[src/rtl/pipe_pkg.sv]
// Types and constants shared by the fetch stage and the stage-0/1 pipeline register.
package pipe_pkg;

  localparam int unsigned PIPE_PC_W    = 8;
  localparam int unsigned PIPE_INSTR_W = 26;
  localparam int unsigned FW_W         = PIPE_PC_W + PIPE_INSTR_W;
  localparam int unsigned FW_PC_LSB    = PIPE_INSTR_W;
  localparam int unsigned FW_INSTR_LSB = 0;

  typedef enum logic [1:0] {
    FETCH,
    HOLD,
    DRAIN
  } fetch_state_t;

endpackage

[src/rtl/pc_counter.sv]
// Program counter: synchronous clear to RESET_PC, redirect load, and wrap-around increment.
module pc_counter #(
  parameter int unsigned     PC_W     = 8,
  parameter logic [PC_W-1:0] RESET_PC = '0
) (
  input  logic            clk,
  input  logic            clr,
  input  logic            load,
  input  logic [PC_W-1:0] load_val,
  input  logic            inc,
  output logic [PC_W-1:0] pc
);

  always_ff @(posedge clk) begin
    if (clr)       pc <= RESET_PC;
    else if (load) pc <= load_val;
    else if (inc)  pc <= pc + 1'b1;
  end

endmodule

[src/rtl/fetch_stage.sv]
// Instruction fetch stage: owns the PC, handshakes with instruction memory,
// buffers one word under downstream stall and discards wrong-path fetches on redirect.
module fetch_stage
  import pipe_pkg::*;
#(
  parameter int unsigned     PC_W     = PIPE_PC_W,
  parameter int unsigned     INSTR_W  = PIPE_INSTR_W,
  parameter logic [PC_W-1:0] RESET_PC = '0
) (
  input  logic                    clk,
  input  logic                    clr,
  output logic                    imem_req,
  output logic [PC_W-1:0]         imem_addr,
  input  logic                    imem_ack,
  input  logic [INSTR_W-1:0]      imem_data,
  input  logic                    stall,
  input  logic                    redirect,
  input  logic [PC_W-1:0]         redirect_pc,
  output logic [PC_W+INSTR_W-1:0] fw_word,
  output logic                    fw_valid,
  output logic [PC_W-1:0]         pc
);

  fetch_state_t               state;
  logic [PC_W+INSTR_W-1:0]    hold;
  logic [PC_W-1:0]            drain_addr;
  logic                       pc_inc;

  assign pc_inc = (state == FETCH) && imem_ack && !redirect;

  pc_counter #(
    .PC_W     (PC_W),
    .RESET_PC (RESET_PC)
  ) u_pc (
    .clk      (clk),
    .clr      (clr),
    .load     (redirect),
    .load_val (redirect_pc),
    .inc      (pc_inc),
    .pc       (pc)
  );

  // While draining, pc already points at the new path; the request keeps the old address.
  assign imem_req  = !clr && (state != HOLD);
  assign imem_addr = (state == DRAIN) ? drain_addr : pc;

  always_ff @(posedge clk) begin
    if (clr) begin
      state      <= FETCH;
      fw_valid   <= 1'b0;
      fw_word    <= '0;
      hold       <= '0;
      drain_addr <= '0;
    end else begin
      fw_valid <= 1'b0;
      if (redirect) begin
        case (state)
          FETCH: if (!imem_ack) begin
            state      <= DRAIN;
            drain_addr <= pc;
          end
          HOLD: begin
            state <= FETCH;
            hold  <= '0;
          end
          DRAIN:   if (imem_ack) state <= FETCH;
          default: state <= FETCH;
        endcase
      end else begin
        case (state)
          FETCH: if (imem_ack) begin
            if (stall) begin
              hold  <= {pc, imem_data};
              state <= HOLD;
            end else begin
              fw_word  <= {pc, imem_data};
              fw_valid <= 1'b1;
            end
          end
          HOLD: if (!stall) begin
            fw_word  <= hold;
            fw_valid <= 1'b1;
            state    <= FETCH;
          end
          DRAIN:   if (imem_ack) state <= FETCH;
          default: state <= FETCH;
        endcase
      end
    end
  end

endmodule

[config.mk]
export PLATFORM = sky130hd
export DESIGN_NAME = fetch_stage
export DESIGN_NICKNAME = d
export VERILOG_FILES = /design/src/rtl/pipe_pkg.sv /design/src/rtl/pc_counter.sv /design/src/rtl/fetch_stage.sv
export SDC_FILE = /design/constraint.sdc
export NUM_CORES = 1
export LEC_CHECK = 0
export ABC_AREA = 1
export CORE_ASPECT_RATIO = 0.5
export CORE_UTILIZATION = 30
export DETAILED_ROUTE_END_ITERATION = 6
export GPL_TIMING_DRIVEN = 0
export HOLD_SLACK_MARGIN = 0.1
export PLACE_DENSITY_LB_ADDON = 0.12
export SETUP_SLACK_MARGIN = 0.1
export SLEW_MARGIN = 10
export SYNTH_ARGS = -nofsm -noshare
export SYNTH_HDL_FRONTEND = slang
export SYNTH_SLANG_ARGS = --single-unit
[constraint.sdc]
create_clock -name clk -period 2.7 [get_ports clk]
set_input_delay 0.405 -clock clk [delete_from_list [all_inputs] [get_ports clk]]
set_output_delay 0.405 -clock clk [all_outputs]
set_load 0.05 [all_outputs]
# Yosys cells after proc, flatten, opt, wreduce, memory -nomap -nowiden

Cells that the tools add are included.

Bitwise logic cells: 2
Equality and inequality tests: 11
Add/subtract/negate cells: 1
Reductions and logical operators: 16
Muxes and demuxes: 23

Operator list:

| cell                | count |
|---|---|
| $mux 34             | 8 |
| $pmux 34 s2         | 1 |
| $mux 8              | 3 |
| $mux 2              | 6 |
| $ne 3x3->1 const B  | 4 |
| $reduce_bool 2->1   | 5 |
| $add 8x1->8 const B | 1 |
| $reduce_and 4->1    | 2 |
| $ne 2x2->1 const B  | 3 |
| $pmux 2 s3          | 1 |
| $reduce_and 5->1    | 1 |
| $ne 2x1->1 const B  | 2 |
| $pmux 2 s2          | 1 |
| $logic_and 1x1->1   | 3 |
| $reduce_and 3->1    | 1 |
| $eq 2x1->1 const B  | 1 |
| $eq 2x2->1 const B  | 1 |
| $logic_not 1->1     | 2 |
| $logic_not 2->1     | 1 |
| $mux 1              | 2 |
| $not 1->1           | 2 |
| $pmux 1 s2          | 1 |
| $reduce_or 2->1     | 1 |

Logic and storage cells: 59
Output and inout port bits: 52
Register bits after elaboration: 87
Bits of input ports: 39

# Logic depth before layout (Yosys ltp)

Depth after elaboration: 5
Depth in mapped cells: 8
Mapped depth without buffers: 7

# Cells and area by module

From an unflattened synthesis, not the netlist that was laid out.

Cells, all modules: 662
Area, all modules: 4202.8 um2

By module, submodules not included:

| module      | area an instance (um2) | cells an instance | instances | seq. area each (um2) |
|---|---|---|---|---|
| fetch_stage | 3713.6                 | 592               | 1         | 1581.5 |
| pc_counter  | 489.2                  | 70                | 1         | 160.2 |

# Worst setup path after synthesis

No wires, ideal clock.

Kind: register to output
From: register u_pc.pc[3]
To: output port imem_addr[3]
Data required time: 2.295 ns
Path slack: 0.298 ns
Data arrival time: 1.997 ns
Buffers on the path: 0
Stages on the path, launching flop included: 3
Cell sequence: dfxtp_1 -> inv_1 -> o21ai_0

Longest elaborated chain between the ends: 1

RTL lines:

| item                     | line              | RTL |
|---|---|---|
| start: declaration       | pc_counter.sv:11  | `output logic [PC_W-1:0] pc` |
| start signal: assignment | pc_counter.sv:16  | `else if (load) pc <= load_val;` |
| start signal: assignment | pc_counter.sv:17  | `else if (inc) pc <= pc + 1'b1;` |
| $mux 8                   | fetch_stage.sv:45 | `assign imem_addr = (state == DRAIN) ? drain_addr : pc;` |
| end: declaration         | fetch_stage.sv:13 | `output logic [PC_W-1:0] imem_addr,` |

No other way between the ends.

# Worst setup path in the final report

From: register state[1]
To: output port imem_addr[5]

Longest elaborated chain between the ends: 2

RTL lines:

| item                     | line              | RTL |
|---|---|---|
| start: declaration       | fetch_stage.sv:24 | `fetch_state_t state;` |
| start signal: assignment | fetch_stage.sv:49 | `state <= FETCH;` |
| start signal: assignment | fetch_stage.sv:59 | `state <= DRAIN;` |
| start signal: assignment | fetch_stage.sv:63 | `state <= FETCH;` |
| $eq 2x2->1               | fetch_stage.sv:45 |  |
| $mux 8                   | fetch_stage.sv:45 |  |

No other way between the ends.

==> flow_results.org <==
** Status
- The run finished with clean final reports.

** Die
- Overall die area :: 0.01336 mm2
- Die Wd :: 162.5 um
- Once the floorplan was initialized, standard cells occupied 31.69% of the core.
- In this run the count of I/O pins placed on the die edge is 91.
- In this run the core area contains 28 standard-cell rows.
- Core region area :: 0.01219 mm2
- The die is 82.25 um tall.

** Setup path
- The worst setup path is launched from a flop.
- R2r endpoint :: fw_word[27]$_SDFFE_PP0P_
- Worst path bufs/invs :: 3
- R2r worst-path depth :: 8
- For flop-to-flop paths, the worst setup slack is 1100 ps.
- Worst endpoint data arrival time :: 2140 ps
- For this design, the slowest cell found on the critical path is dfxtp_1.
- Walking the worst path, the cells encountered are inv_2 > nor2_2 > clkbuf_2 > nand2_1 > o21ai_0 > clkdlybuf4s15_2.
- Of all nets on the critical path, the largest fanout is 10.
- The critical path in this run is classified as flop to primary output.
- For the worst setup path, the data required time is 2300 ps.
- Stage delay of the slowest cell on the critical path :: 470 ps
- The worst register-to-register path begins at state[1]$_SDFFE_PP0P_.
- Top Family by Delay on Critical Path :: buffers and inverters
- The worst setup path is captured at a primary output.

** Yosys
- Share of Yosys cell area claimed by the top area cell type :: 45.08%
- Synthesized flop and latch total :: 87
- Synth top area cells :: dfxtp_1, nand2_1, nor2_1
- In the synthesized netlist, the number of instances is 567.
- The largest total area in the synthesized netlist belongs to dfxtp_1.
- The netlist uses 24 different library cells.
- The mapped netlist covers 0.003864 mm2.
- The number of nets in the synthesized netlist is 607.
- Sequential element share of the synthesized area :: 45.08%
- Synth warn :: 0
- Synth Area per Inst :: 6.814 um2

** Global routing
- Number of global-route vias before repair :: 3567
- Global-route wire length before repair :: 18730 um
- Global routing used 18.53% of the available tracks across all layers.
- Entering global routing, the biggest net connects 14 pins.
- Total congestion overflow after global routing :: 0
- Antenna violations before repair :: 0

** Drt
- In the routed layout, each cell is associated on average with a via count of 4.711.
- The detail route stage leaves a number of antenna-violating nets equal to 0.
- Total vias in the final route :: 3934
- Dividing the detail-routed wire length by the instance count gives 14.23 um.
- For this run, design rule violations remaining after detail routing come to 0.
- Number of search-and-repair iterations in the first detailed-routing pass :: 5
- For this block, the routed nets add up to 11880 um of wire.
- In this run, the number of DRC markers left after iteration 0 of detailed routing was 324.

** CTS
- Number of hold buffers added after cts :: 0
- TritonCTS built the clock tree.
- Clock latency on the worst-skew pair, taken at its later pin, is 340 ps.
- The clock net in this run drives a total of 87 sinks.
- CTS HTree Levels :: 3
- Clock tree synthesis selected as its root buffer the cell clkbuf_16.
- Worst-case clock buffer depth :: 2
- Clock transition at the registers of the reported paths :: 60 ps
- Count of buffers added by post-CTS timing repair for setup :: 0
- In this run, CTS created clock tree buffers numbering 9.

** Timing
- Setup-failing EPs final :: 0
- Setup repair after global routing could not meet its margin everywhere.
- For the pin with the worst max-slew slack, the measured transition is 586.3 ps.
- Clk_skew :: 7.549 ps
- The number of pins exceeding their max-slew limit in the final report was 0.
- Fin crit period :: 2543 ps
- Final sum of negative setup slack :: 0 ps
- In this run the tightest slew margin relative to its limit is 60.92%.
- Count of final hold-check violations :: 0
- The worst path uses 94.20% of the clock period.
- For this run, the top clock speed supported by timing is 393.2 MHz.

** Min path
- Terminating pin of the worst hold path :: hold[17]$_SDFFE_PP0P_
- Hold path startpoint :: hold[17]$_SDFFE_PP0P_
- Worst hold stages :: 2
- The tightest min-delay check is of the flop to flop type.

** Cells and area
- The number of antenna diodes in the final layout is 0.
- Post-layout nets :: 706
- Fill cells in the final layout number 1306.
- The post-route netlist has 7.612% of its cells at a drive strength greater than 1.
- Leaving out fill and tap cells, the most frequent cells in the layout are nand2_1, nor2_1, dfxtp_1.
- Compared with the post-synthesis result, the final layout area differs by 35.04%.
- Leaving out fill and tap cells, the most frequent cell in the layout is nand2_1.
- Fin area :: 0.005218 mm2

** Placement
- Weighted congestion at the end of routability-driven global placement :: 0.8303
- The count of buffers added on input and output ports is 88.
- Placed Area :: 0.004951 mm2
- Final HPWL DP :: 8597 um

** Power and ir drop
- Static leakage power :: 2.179 nW
- Final total power :: 0.003209 W
- Power density of the placed cells :: 615.0 mW/mm2
- IR analysis of the VDD net gives a maximum drop of 0.2650 mV.

** Flow run
- Max cap viols :: 0
## tightest hold or removal path, delay by kind of cell, from the launching register on
family	cells	cell delay (ps)
AO/OA/AOI/OAI	1	50
flip-flops	1	310
AND/OR/NAND/NOR	1	70
## report_power, final
group | total, W | switching (W) | internal, W
clock network | 0.00114 | 0.000503 | 0.000639
logic | 0.000662 | 0.000439 | 0.000223
registers | 0.00140 | 0.0000507 | 0.00135
## how the worst max path moves through the flow
stage / slack [ps] / cells past startpoint / endpoint / start
floorplan: 300 / 2 / imem_addr[3] / u_pc.pc[3]$_SDFFE_PP0P_
global placement: 50 / 6 / imem_addr[3] / state[1]$_SDFFE_PP0P_
detailed placement: 60 / 6 / imem_addr[3] / state[1]$_SDFFE_PP0P_
CTS: 110 / 5 / imem_addr[1] / state[1]$_SDFFE_PP0P_
global route: 80 / 6 / imem_addr[3] / state[1]$_SDFFE_PP0P_
finish: 160 / 6 / imem_addr[5] / state[1]$_SDFFE_PP0P_
## through the flow
step	hold slack [ps]	util, %	cells	setup slack, ps
6_report	480.9	42.80	835	156.6
3_5_place_dp	472.9	40.61	820	55.31
5_1_grt	502.2	42.80	835	82.96
4_1_cts	482.1	42.76	835	107.3
3_3_place_gp	466.8	40.61	820	51.44
2_1_floorplan	449.2	-	567	297.9
## metal layers
metal,vias to the layer above,wire length (um),global-route usage (%)
li1,2033,-,-
met1,1786,6284,26.28
met2,109,4857,27.95
met3,6,669,4.595
met4,0,71,4.623
met5,-,0,0
## cell usage after synthesis (all sizes together)
cell / number
a22oi: 1
nand3: 49
mux2i: 2
a21oi: 46
nand4: 2
nand2: 153
dfxtp: 87
a211oi: 1
mux2: 1
buf: 24
o21ai: 66
a21boi: 1
inv: 24
o21bai: 2
ha: 1
nor2: 95
clkbuf: 12
## final cells by class
type	instances	area, um2	share of cell area, %
clock inverter	4	22.52	0.4317
sequential	87	1742	33.38
clock buffer	11	242.7	4.652
tap	165	206.4	3.957
buffer	36	162.7	3.118
inverter	24	90.09	1.727
multi-input combinational	420	1871	35.85
timing repair buffer	88	880.8	16.88
## state kept, by name, summed over array words and instances, names as in the netlist
name        flops
fw_valid        1
hold           34
drain_addr      8
fw_word        34
u_pc.pc         8
state           2
## cells by family after synthesis
kind of cell,synth area share (%)
muxes,0.8096
AOI/OAI and AO/OA,15.48
buffers and inverters,6.509
DFF,45.08
and+or+nand+nor,31.80
adders and majority gates,0.3238
## timing repair
item                       CTS  global route
pin swaps                    0             0
gates resized for setup     17             3
setup endpoints to repair    8             8
Note: power is estimated with default switching activity, not from simulation.
